--- src/rtl/idx_reg_bank.sv ---
// Index/stack-pointer register bank with a single-outstanding memory port.
// Field ops finish in IDLE; memory, push and pop ops walk IDLE -> MEM -> RESP.
module idx_reg_bank #(
    parameter int unsigned DATA_W   = 4,
    parameter int unsigned NUM_IDX  = 2,
    parameter int unsigned WAIT_MAX = 15,
    localparam int unsigned ADDR_W  = 3 * DATA_W,
    localparam int unsigned SP_W    = 2 * DATA_W,
    localparam int unsigned IW      = $clog2(NUM_IDX + 1)
) (
    input  logic                      clk,
    input  logic                      reset_n,
    input  logic                      cmd_valid,
    output logic                      cmd_ready,
    input  logic [2:0]                cmd_op,
    input  logic [IW-1:0]             cmd_idx,
    input  logic [1:0]                cmd_field,
    input  logic [1:0]                cmd_post,
    input  logic [DATA_W-1:0]         cmd_data,
    output logic                      rsp_valid,
    output logic [DATA_W-1:0]         rsp_data,
    output logic                      rsp_err,
    output logic                      mem_req,
    output logic                      mem_we,
    output logic [ADDR_W-1:0]         mem_addr,
    output logic [DATA_W-1:0]         mem_wdata,
    input  logic [DATA_W-1:0]         mem_rdata,
    input  logic                      mem_ack,
    output logic [NUM_IDX*ADDR_W-1:0] idx_flat,
    output logic [SP_W-1:0]           sp
);

    localparam int unsigned CNT_W = (WAIT_MAX > 0) ? $clog2(WAIT_MAX + 1) : 1;

    localparam logic [2:0] OP_WR_FIELD = 3'd0;
    localparam logic [2:0] OP_RD_FIELD = 3'd1;
    localparam logic [2:0] OP_MEM_RD   = 3'd2;
    localparam logic [2:0] OP_MEM_WR   = 3'd3;
    localparam logic [2:0] OP_PUSH     = 3'd4;
    localparam logic [2:0] OP_POP      = 3'd5;

    localparam logic [1:0] FLD_L    = 2'd0;
    localparam logic [1:0] FLD_H    = 2'd1;
    localparam logic [1:0] FLD_P    = 2'd2;
    localparam logic [1:0] FLD_RSVD = 2'd3;

    localparam logic [1:0] POST_INC = 2'd1;
    localparam logic [1:0] POST_DEC = 2'd2;

    typedef enum logic [1:0] {IDLE, MEM, RESP} state_t;

    state_t                         state_q, state_n;
    logic [NUM_IDX-1:0][ADDR_W-1:0] idx_q, idx_n;
    logic [SP_W-1:0]                sp_q, sp_n;
    logic [CNT_W-1:0]               wait_q, wait_n;
    logic [2:0]                     pend_op_q, pend_op_n;
    logic [IW-1:0]                  pend_idx_q, pend_idx_n;
    logic [1:0]                     pend_post_q, pend_post_n;
    logic                           err_q, err_n;

    logic                           cmd_ready_n, rsp_valid_n, rsp_err_n, mem_req_n, mem_we_n;
    logic [DATA_W-1:0]              rsp_data_n, mem_wdata_n, rd_val;
    logic [ADDR_W-1:0]              mem_addr_n, sel_idx, wr_idx, pend_reg, pend_mod;
    logic [SP_W-1:0]                sp_wr, sp_dec, pend_low;
    logic                           is_sp, idx_bad, illegal;

    assign idx_flat = idx_q;
    assign sp       = sp_q;
    assign sp_dec   = sp_q - SP_W'(1);

    // Register selected by the offered command and by the pending memory op
    always_comb begin
        sel_idx  = '0;
        pend_reg = '0;
        for (int i = 0; i < NUM_IDX; i++) begin
            if (cmd_idx == IW'(i))    sel_idx  = idx_q[i];
            if (pend_idx_q == IW'(i)) pend_reg = idx_q[i];
        end
    end

    always_comb begin
        is_sp   = (cmd_idx == IW'(NUM_IDX));
        idx_bad = (cmd_idx > IW'(NUM_IDX));
        case (cmd_op)
            OP_WR_FIELD, OP_RD_FIELD:
                illegal = idx_bad || (cmd_field == FLD_RSVD) || (is_sp && (cmd_field == FLD_P));
            OP_MEM_RD, OP_MEM_WR:
                illegal = idx_bad || is_sp;
            OP_PUSH, OP_POP:
                illegal = 1'b0;
            default:
                illegal = 1'b1;
        endcase
    end

    // Field merge/extract for WR_FIELD and RD_FIELD
    always_comb begin
        wr_idx = sel_idx;
        sp_wr  = sp_q;
        rd_val = sel_idx[DATA_W-1:0];
        case (cmd_field)
            FLD_L: begin
                wr_idx[DATA_W-1:0] = cmd_data;
                sp_wr[DATA_W-1:0]  = cmd_data;
                rd_val = is_sp ? sp_q[DATA_W-1:0] : sel_idx[DATA_W-1:0];
            end
            FLD_H: begin
                wr_idx[SP_W-1:DATA_W] = cmd_data;
                sp_wr[SP_W-1:DATA_W]  = cmd_data;
                rd_val = is_sp ? sp_q[SP_W-1:DATA_W] : sel_idx[SP_W-1:DATA_W];
            end
            FLD_P: begin
                wr_idx[ADDR_W-1:SP_W] = cmd_data;
                rd_val = sel_idx[ADDR_W-1:SP_W];
            end
            default: ;
        endcase
    end

    // Post-modify touches only the low H:L byte; page field rides along
    always_comb begin
        pend_low = pend_reg[SP_W-1:0];
        case (pend_post_q)
            POST_INC: pend_low = pend_reg[SP_W-1:0] + SP_W'(1);
            POST_DEC: pend_low = pend_reg[SP_W-1:0] - SP_W'(1);
            default:  ;
        endcase
        pend_mod = {pend_reg[ADDR_W-1:SP_W], pend_low};
    end

    always_comb begin
        state_n     = state_q;
        idx_n       = idx_q;
        sp_n        = sp_q;
        wait_n      = wait_q;
        pend_op_n   = pend_op_q;
        pend_idx_n  = pend_idx_q;
        pend_post_n = pend_post_q;
        err_n       = err_q;
        rsp_valid_n = 1'b0;
        rsp_err_n   = 1'b0;
        rsp_data_n  = rsp_data;
        mem_req_n   = mem_req;
        mem_we_n    = mem_we;
        mem_addr_n  = mem_addr;
        mem_wdata_n = mem_wdata;

        case (state_q)
            IDLE: begin
                if (cmd_valid && cmd_ready) begin
                    if (illegal) begin
                        rsp_valid_n = 1'b1;
                        rsp_err_n   = 1'b1;
                    end else begin
                        case (cmd_op)
                            OP_WR_FIELD: begin
                                rsp_valid_n = 1'b1;
                                if (is_sp) sp_n = sp_wr;
                                for (int i = 0; i < NUM_IDX; i++)
                                    if (cmd_idx == IW'(i)) idx_n[i] = wr_idx;
                            end
                            OP_RD_FIELD: begin
                                rsp_valid_n = 1'b1;
                                rsp_data_n  = rd_val;
                            end
                            default: begin
                                state_n     = MEM;
                                mem_req_n   = 1'b1;
                                mem_we_n    = (cmd_op == OP_MEM_WR) || (cmd_op == OP_PUSH);
                                mem_wdata_n = cmd_data;
                                wait_n      = '0;
                                err_n       = 1'b0;
                                pend_op_n   = cmd_op;
                                pend_idx_n  = cmd_idx;
                                pend_post_n = cmd_post;
                                case (cmd_op)
                                    OP_PUSH: mem_addr_n = ADDR_W'(sp_dec);
                                    OP_POP:  mem_addr_n = ADDR_W'(sp_q);
                                    default: mem_addr_n = sel_idx;
                                endcase
                            end
                        endcase
                    end
                end
            end
            MEM: begin
                if (mem_ack) begin
                    state_n   = RESP;
                    mem_req_n = 1'b0;
                    mem_we_n  = 1'b0;
                    case (pend_op_q)
                        OP_MEM_RD, OP_MEM_WR: begin
                            if (pend_op_q == OP_MEM_RD) rsp_data_n = mem_rdata;
                            for (int i = 0; i < NUM_IDX; i++)
                                if (pend_idx_q == IW'(i)) idx_n[i] = pend_mod;
                        end
                        OP_PUSH: sp_n = sp_dec;
                        OP_POP: begin
                            rsp_data_n = mem_rdata;
                            sp_n       = sp_q + SP_W'(1);
                        end
                        default: ;
                    endcase
                end else if (wait_q == CNT_W'(WAIT_MAX)) begin
                    // Timeout: abandon the access with no architectural change
                    state_n   = RESP;
                    mem_req_n = 1'b0;
                    mem_we_n  = 1'b0;
                    err_n     = 1'b1;
                end else begin
                    wait_n = wait_q + CNT_W'(1);
                end
            end
            RESP: begin
                rsp_valid_n = 1'b1;
                rsp_err_n   = err_q;
                state_n     = IDLE;
            end
            default: state_n = IDLE;
        endcase

        cmd_ready_n = (state_n == IDLE);
    end

    always_ff @(posedge clk or negedge reset_n) begin
        if (!reset_n) begin
            state_q     <= IDLE;
            idx_q       <= '0;
            sp_q        <= '0;
            wait_q      <= '0;
            pend_op_q   <= '0;
            pend_idx_q  <= '0;
            pend_post_q <= '0;
            err_q       <= 1'b0;
            cmd_ready   <= 1'b1;
            rsp_valid   <= 1'b0;
            rsp_err     <= 1'b0;
            rsp_data    <= '0;
            mem_req     <= 1'b0;
            mem_we      <= 1'b0;
            mem_addr    <= '0;
            mem_wdata   <= '0;
        end else begin
            state_q     <= state_n;
            idx_q       <= idx_n;
            sp_q        <= sp_n;
            wait_q      <= wait_n;
            pend_op_q   <= pend_op_n;
            pend_idx_q  <= pend_idx_n;
            pend_post_q <= pend_post_n;
            err_q       <= err_n;
            cmd_ready   <= cmd_ready_n;
            rsp_valid   <= rsp_valid_n;
            rsp_err     <= rsp_err_n;
            rsp_data    <= rsp_data_n;
            mem_req     <= mem_req_n;
            mem_we      <= mem_we_n;
            mem_addr    <= mem_addr_n;
            mem_wdata   <= mem_wdata_n;
        end
    end

endmodule
--- config.mk ---
export PLATFORM = sky130hd
export DESIGN_NAME = idx_reg_bank
export DESIGN_NICKNAME = d
export VERILOG_FILES = /design/src/rtl/idx_reg_bank.sv
export SDC_FILE = /design/constraint.sdc
export NUM_CORES = 1
export LEC_CHECK = 0
export CAP_MARGIN = 20
export CORE_ASPECT_RATIO = 2
export CORE_UTILIZATION = 40
export CTS_BUF_LIST = sky130_fd_sc_hd__clkbuf_8
export CTS_CLUSTER_SIZE = 14
export DETAILED_ROUTE_END_ITERATION = 12
export PLACE_DENSITY_LB_ADDON = 0.2
export SYNTH_ARGS = -nofsm -noshare
export SYNTH_HDL_FRONTEND = slang
export SYNTH_SLANG_ARGS = --single-unit
export TNS_END_PERCENT = 30
--- constraint.sdc ---
create_clock -name clk -period 2.8 [get_ports clk]
set_clock_uncertainty 0.15 [all_clocks]
set_input_delay 0.56 -clock clk [delete_from_list [all_inputs] [get_ports clk]]
set_output_delay 0.56 -clock clk [all_outputs]
set_load 0.02 [all_outputs]
==> metrics.txt, run 1 <==
final-report setup violation count=0; Yosys cell types=67; Mapped Nets=about 580; wire length on met3=around 400 µm; GP Congestion=approximately 0.90; dpl hpwl=between 10 and 15 mm; commonest non-fill, non-tap cells in the layout=nand2_1, clkdlybuf4s50_1, dfrtp_1; Placed Instance Area=a little under 6000 µm²; Setup CP Type=flip-flop to flip-flop; drt drc=0; most common cell after layout, fill and taps aside=nand2_1; Syn Inst Count=~550; synthesis warning total=0; grt ovf=0; TritonCTS clock tree=built; vias in the first global route=4534; Buffers on Ports=between 70 and 80; initial antenna violation count=0; Fill cells=1107; status=finished, final reports clean; CTS buffer count=9; first drt pass iteration count=6; Final min period=around 2.7 ns; # nets final=slightly below 700; Final Instance Area=roughly 6100 µm²; M1 WL=approximately 5.2 mm; Final Hold Fails=0; fin util=0.536; Worst Path Required=between 2 and 3 ns; CTS clk-pin slew, worst paths=around 0.080 ns; Hold Crit Class=primary input to asynchronous set/reset pin; Fmax=~370 MHz; largest net degree at the start of global routing=72; sequential share of the synthesized area=0.378; synthesized area=4710 µm²; chip height=155 µm; element type at the critical path start=flip-flop; Initial Util=0.415; post-route ant nets=0; Final Cycle Share=0.965; Lkg Pwr=2.70 nW; syn_area_per_cell=between 8 and 9 µm²; Max Used Layer=met4; share of cells above drive strength 1=0.168; Yosys reg bits=approximately 70; routed vias/inst=5.57; Max Root-Sink Buffers=2; Starting DRT DRC Count=253; vias=4478; die extent in x=roughly 79 µm; total track usage=0.245; Power Density=roughly 990 nW/µm²; io pins=78; Diodes inserted=0; first-pass GRT wire length=22.8 mm; CP Capture Type=flip-flop; Final Routed Wirelength=between 10 and 15 mm; # clock sinks=71; Slew Limit Fails=0; unrepaired setup endpoints after global routing=yes; top_reg_cell synth=dfrtp_1; Post-synth EDFFs=0; Rows=55; H-tree depth reported by CTS=3; DR WL/cell=approximately 18 µm; core area=between 10000 and 15000 µm²; Tightest Pin Transition=slightly below 0.5 ns; max_cap viols=0; worst rel slew slack=0.670; peak supply drop=about 480 µV; WL met2=approximately 7.8 mm; clk_lat worst skew=0.36 ns; clock root buffer=clkbuf_8; Syn-to-layout area delta=29.3%; Worst Path Arrival=approximately 2.8 ns; CP Max Fanout=5; die area=12200 µm²; FFs w/ async S/R, synth=1.00
## synth_stat cells, types with 2 or more instances
master	instances	area, µm²
mux2_2	9	101
a22o_1	4	35.0
mux4_2	3	67.6
o21ai_2	4	35.0
a31oi_1	7	43.8
buf_6	9	101
nor2b_1	3	18.8
xor2_1	6	52.6
o21ai_1	12	60.1
a21oi_1	42	210
o211ai_1	4	30.0
nand2b_1	4	25.0
ha_1	10	125
xnor2_1	7	61.3
a211oi_1	4	30.0
o22ai_1	3	18.8
clkbuf_1	18	67.6
nand2_1	98	368
nand3b_1	2	15.0
a21boi_0	2	15.0
nor2_1	58	218
inv_1	9	33.8
buf_2	5	25.0
buf_1	3	11.3
and3_1	2	12.5
nand4_1	3	18.8
nor3b_1	3	22.5
nor3_1	11	55.1
nor4_1	3	18.8
o21ai_0	42	210
dfrtp_1	70	1750
o31ai_1	3	22.5
nand3_1	11	55.1
or3_1	8	50.1
a21o_1	3	22.5
mux2i_1	32	320
nor3_2	2	20.0
## report_power, final
group          switching [W]  leakage [nW]  internal (W)
Sequential          0.000452         0.919       0.00141
Combinational        0.00177          1.68       0.00160
Clock               0.000399         0.100      0.000405
## final timing paths
path                          startpoint     endpoint  slack, ns  cells past startpoint
max                        pend_idx_q[0]  idx_flat[7]        0.1                      9
min                              reset_n        sp[5]       0.07                      2
max reg2reg                pend_idx_q[0]  idx_flat[7]        0.1                      9
min reg2reg                  mem_addr[9]  mem_addr[9]       0.33                      2
max in group asynchronous        reset_n    cmd_ready       2.09                      2
min in group clk             mem_addr[9]  mem_addr[9]       0.33                      2
## stage by stage
| stage | std cells | hold slack [ns] | total power, W | worst slack, ns | TNS [ns] |
|---|---|---|---|---|---|
| 2_1_floorplan | 549 | 0.114 | 0.00373 | 0.0162 | 0 |
| 3_3_place_gp | 786 | 0.307 | 0.00513 | 0.0290 | 0 |
| 3_5_place_dp | 786 | 0.313 | 0.00520 | -0.0391 | -0.0391 |
| 4_1_cts | 802 | 0.0793 | 0.00602 | 0.0410 | 0 |
| 5_1_grt | 804 | 0.0871 | 0.00646 | -0.0794 | -0.134 |
| 6_report | 804 | 0.0690 | 0.00603 | 0.0993 | 0 |
## layer usage
| metal | GRT usage | vias up |
|---|---|---|
| met4 | 0.151 | 0 |
| met3 | 0.0317 | 45 |
| met2 | 0.455 | 122 |
| met5 | 0 | - |
| met1 | 0.251 | 2169 |
| li1 | - | 2142 |
## critical path: stages (launching register included)
cell and delay, ns:
dfrtp_2 0.47, mux2i_2 0.26, nor2_1 0.07, ha_1 0.37
o211ai_2 0.13, or4_1 0.48, mux2_4 0.28, a21oi_2 0.13
nor3b_2 0.07, o31ai_2 0.21
## cell type report
cell class / count / area, µm² / area share
multi-input cells: 431 / 2680 / 0.440
flip-flops and latches: 71 / 1780 / 0.292
repair buffers: 135 / 1230 / 0.201
well taps: 142 / 178 / 0.0292
clock buffers: 9 / 124 / 0.0203
clock inverters: 7 / 65.1 / 0.0107
inverters: 9 / 33.8 / 0.00555
## cell families after synthesis
group,Yosys count,synth area share
AND/OR/NAND/NOR,217,0.210
AO/OA/AOI/OAI,145,0.193
flip-flops,71,0.378
buffers and inverters,47,0.0566
multiplexers,45,0.107
XOR/XNOR,13,0.0242
adder cells (fa/ha/maj),11,0.0308
## timing repair
item	CTS	global route
pin swaps	0	3
hold buffers	0	0
setup endpoints to repair	4	6
resized for setup	1	3
buffers inserted	0	2
## registers in the layout (all words and copies together) (netlist names)
| signal | flops |
|---|---|
| wait_q | 4 |
| pend_post_q | 2 |
| pend_op_q | 3 |
| sp | 8 |
| err_q | 1 |
| mem_addr | 12 |
| rsp_data | 4 |
| state_q | 2 |
| mem_we | 1 |
| cmd_ready | 1 |
| rsp_valid | 1 |
| mem_req | 1 |
| idx_flat | 24 |
| rsp_err | 1 |
| pend_idx_q | 2 |
| mem_wdata | 4 |
Note: power is estimated with default switching activity, not from simulation.
==> run 2, diff against run 1 <==
--- a/config.mk
+++ b/config.mk
@@ -7,7 +7,7 @@
 export LEC_CHECK = 0
 export CAP_MARGIN = 20
 export CORE_ASPECT_RATIO = 2
-export CORE_UTILIZATION = 40
+export CORE_UTILIZATION = 45
 export CTS_BUF_LIST = sky130_fd_sc_hd__clkbuf_8
 export CTS_CLUSTER_SIZE = 14
 export DETAILED_ROUTE_END_ITERATION = 12
==> metrics.txt, run 2 (synthesized netlist as in run 1, its figures left out) <==
vias in the first global route=4607 (+1.6%); CP Capture Type=flip-flop; Fill cells=908 (-18%); CP Buf/Inv Count=1 (+1); Worst Path Arrival=2.84 ns (about the same); grt ovf=0 (unchanged); Slowest cell on crit path=dfrtp_2; max reg flops=24 (unchanged); GRT met3 Usage=0.0476 (+0.0159); first-pass GRT wire length=23.0 mm (+0.91%); core area=10100 µm² (-11%); dpl hpwl=11.0 mm (-1.2%); Critical Path, Cell by Cell=buf_12 > mux2i_1 > nor2_1 > ha_1 > o211ai_2 > or4_1 > mux2_4 > a21oi_4 > nor3b_4 > o31ai_2; fin util=0.620 (+0.0836); Lkg Pwr=2.76 nW (+2.3%); Initial Util=0.464 (+0.0492); clk_lat worst skew=0.37 ns (about the same); element type at the critical path start=flip-flop; setup tns final=0 ns (unchanged); vias=4577 (+2.2%); Final Hold Slack=0.0593 ns (-0.00971 ns); first drt pass iteration count=5 (-1); die extent in x=74.3 µm (-5.6%); largest net degree at the start of global routing=72 (unchanged); commonest non-fill, non-tap cells in the layout=nand2_1, clkdlybuf4s50_1, dfrtp_1; CTS clk-pin slew, worst paths=0.08 ns (about the same); Starting DRT DRC Count=304 (+20%); Tightest Pin Transition=0.472 ns (-0.0198 ns); initial antenna violation count=0 (unchanged); # nets final=693 (+0.58%); status=finished, final reports clean; sequential cell area=1780 µm² (unchanged); Final min period=2.71 ns (+0.00857 ns); max_cap viols=0 (unchanged); peak supply drop=499 µV (+4.3%); drt drc=0 (unchanged); most common cell after layout, fill and taps aside=nand2_1; Final Cycle Share=0.968 (+0.00306); total track usage=0.282 (+0.0369); Diodes inserted=0 (unchanged); final-report setup violation count=0 (unchanged); Fmax=369 MHz (-0.32%); Worst Path Required=2.93 ns (about the same); io pins=78 (unchanged); critical path's largest stage delay=0.47 ns (about the same); die area=10900 µm² (-11%); met2 Usage GRT=0.509 (+0.0531); GR Util met1=0.290 (+0.0394); routed vias/inst=5.71 (+2.6%); Hold Crit Class=primary input to asynchronous set/reset pin; worst rel slew slack=0.683 (+0.0128); delay-heaviest family, CP=simple AND/OR/NAND/NOR gates; TritonCTS clock tree=built; Syn-to-layout area delta=33.6%; # clock sinks=71 (unchanged); CTS buffer count=9 (unchanged); Final Hold Fails=0 (unchanged); Buffers on Ports=77 (unchanged); GP Congestion=0.900 (about the same); global route hottest layer=met2; Final Routed Wirelength=14.5 mm (+2.2%); Power Density=1040 nW/µm² (+5.0%); Slew Limit Fails=0 (unchanged); H-tree depth reported by CTS=3 (unchanged); area of the multi-input gates=2760 µm² (+3.0%); chip height=147 µm (-5.6%); Rows=52 (-5.5%); CP Max Fanout=4 (-1); clock root buffer=clkbuf_8; post-route ant nets=0 (unchanged); DR WL/cell=18.2 µm (+2.5%); share of cells above drive strength 1=0.188 (+0.0200); Setup CP Type=flip-flop to flip-flop; Max Root-Sink Buffers=2 (unchanged)
run 2: cell count changes in the layout (fill, tap and decap cells not counted), sizes merged:
cell	change
clkbuf	+3
clkinv	-4
buf	+4
bufinv	+2
clkinvlp	-1
run 2: stage by stage:
step | total power [W] | cell area, µm² | cells | setup WS, ns
2_1_floorplan | 0.00373 | 4720 | 549 | 0.0162
3_3_place_gp | 0.00510 | 5870 | 778 | 0.0155
3_5_place_dp | 0.00521 | 5870 | 778 | -0.0716
4_1_cts | 0.00629 | 6140 | 794 | 0.0152
5_1_grt | 0.00694 | 6290 | 801 | -0.0247
6_report | 0.00654 | 6290 | 801 | 0.0908
run 2: worst paths after layout:
| kind | slack, ns | to | from | cells past startpoint |
|---|---|---|---|---|
| setup reg to reg | 0.09 | idx_flat[7] | pend_idx_q[0] | 10 |
| max in group asynchronous | 2.10 | cmd_ready | reset_n | 2 |
| min in group clk | 0.32 | mem_addr[9] | mem_addr[9] | 2 |
| hold / removal | 0.06 | sp[5] | reset_n | 2 |
| setup / recovery | 0.09 | idx_flat[7] | pend_idx_q[0] | 10 |
| hold reg to reg | 0.32 | mem_addr[9] | mem_addr[9] | 2 |
run 2: routing by layer:
layer	vias to the layer above	wire length, µm
met5	-	0
met3	60	535
met2	140	7920
met4	0	901
li1	2162	-
met1	2215	5180
run 2: power breakdown:
group	leakage [nW]	total, W	internal (W)	switching (W)
clock	0.133	0.00108	0.000668	0.000408
sequential	0.919	0.00184	0.00141	0.000430
combinational	1.71	0.00363	0.00173	0.00189
run 2: timing repair:
item                       in CTS  in global routing
gates resized for setup         2                 14
setup endpoints to repair       6                 10
hold buffers                    0                  0
setup buffers                   0                  7
pin swaps                       0                  8
run 2: final cells by class:
class,count,area share
flip-flops and latches,71,0.283
well taps,135,0.0269
clock inverters,4,0.0157
repair buffers,139,0.204
inverters,9,0.00537
clock buffers,12,0.0263
multi-input cells,431,0.439
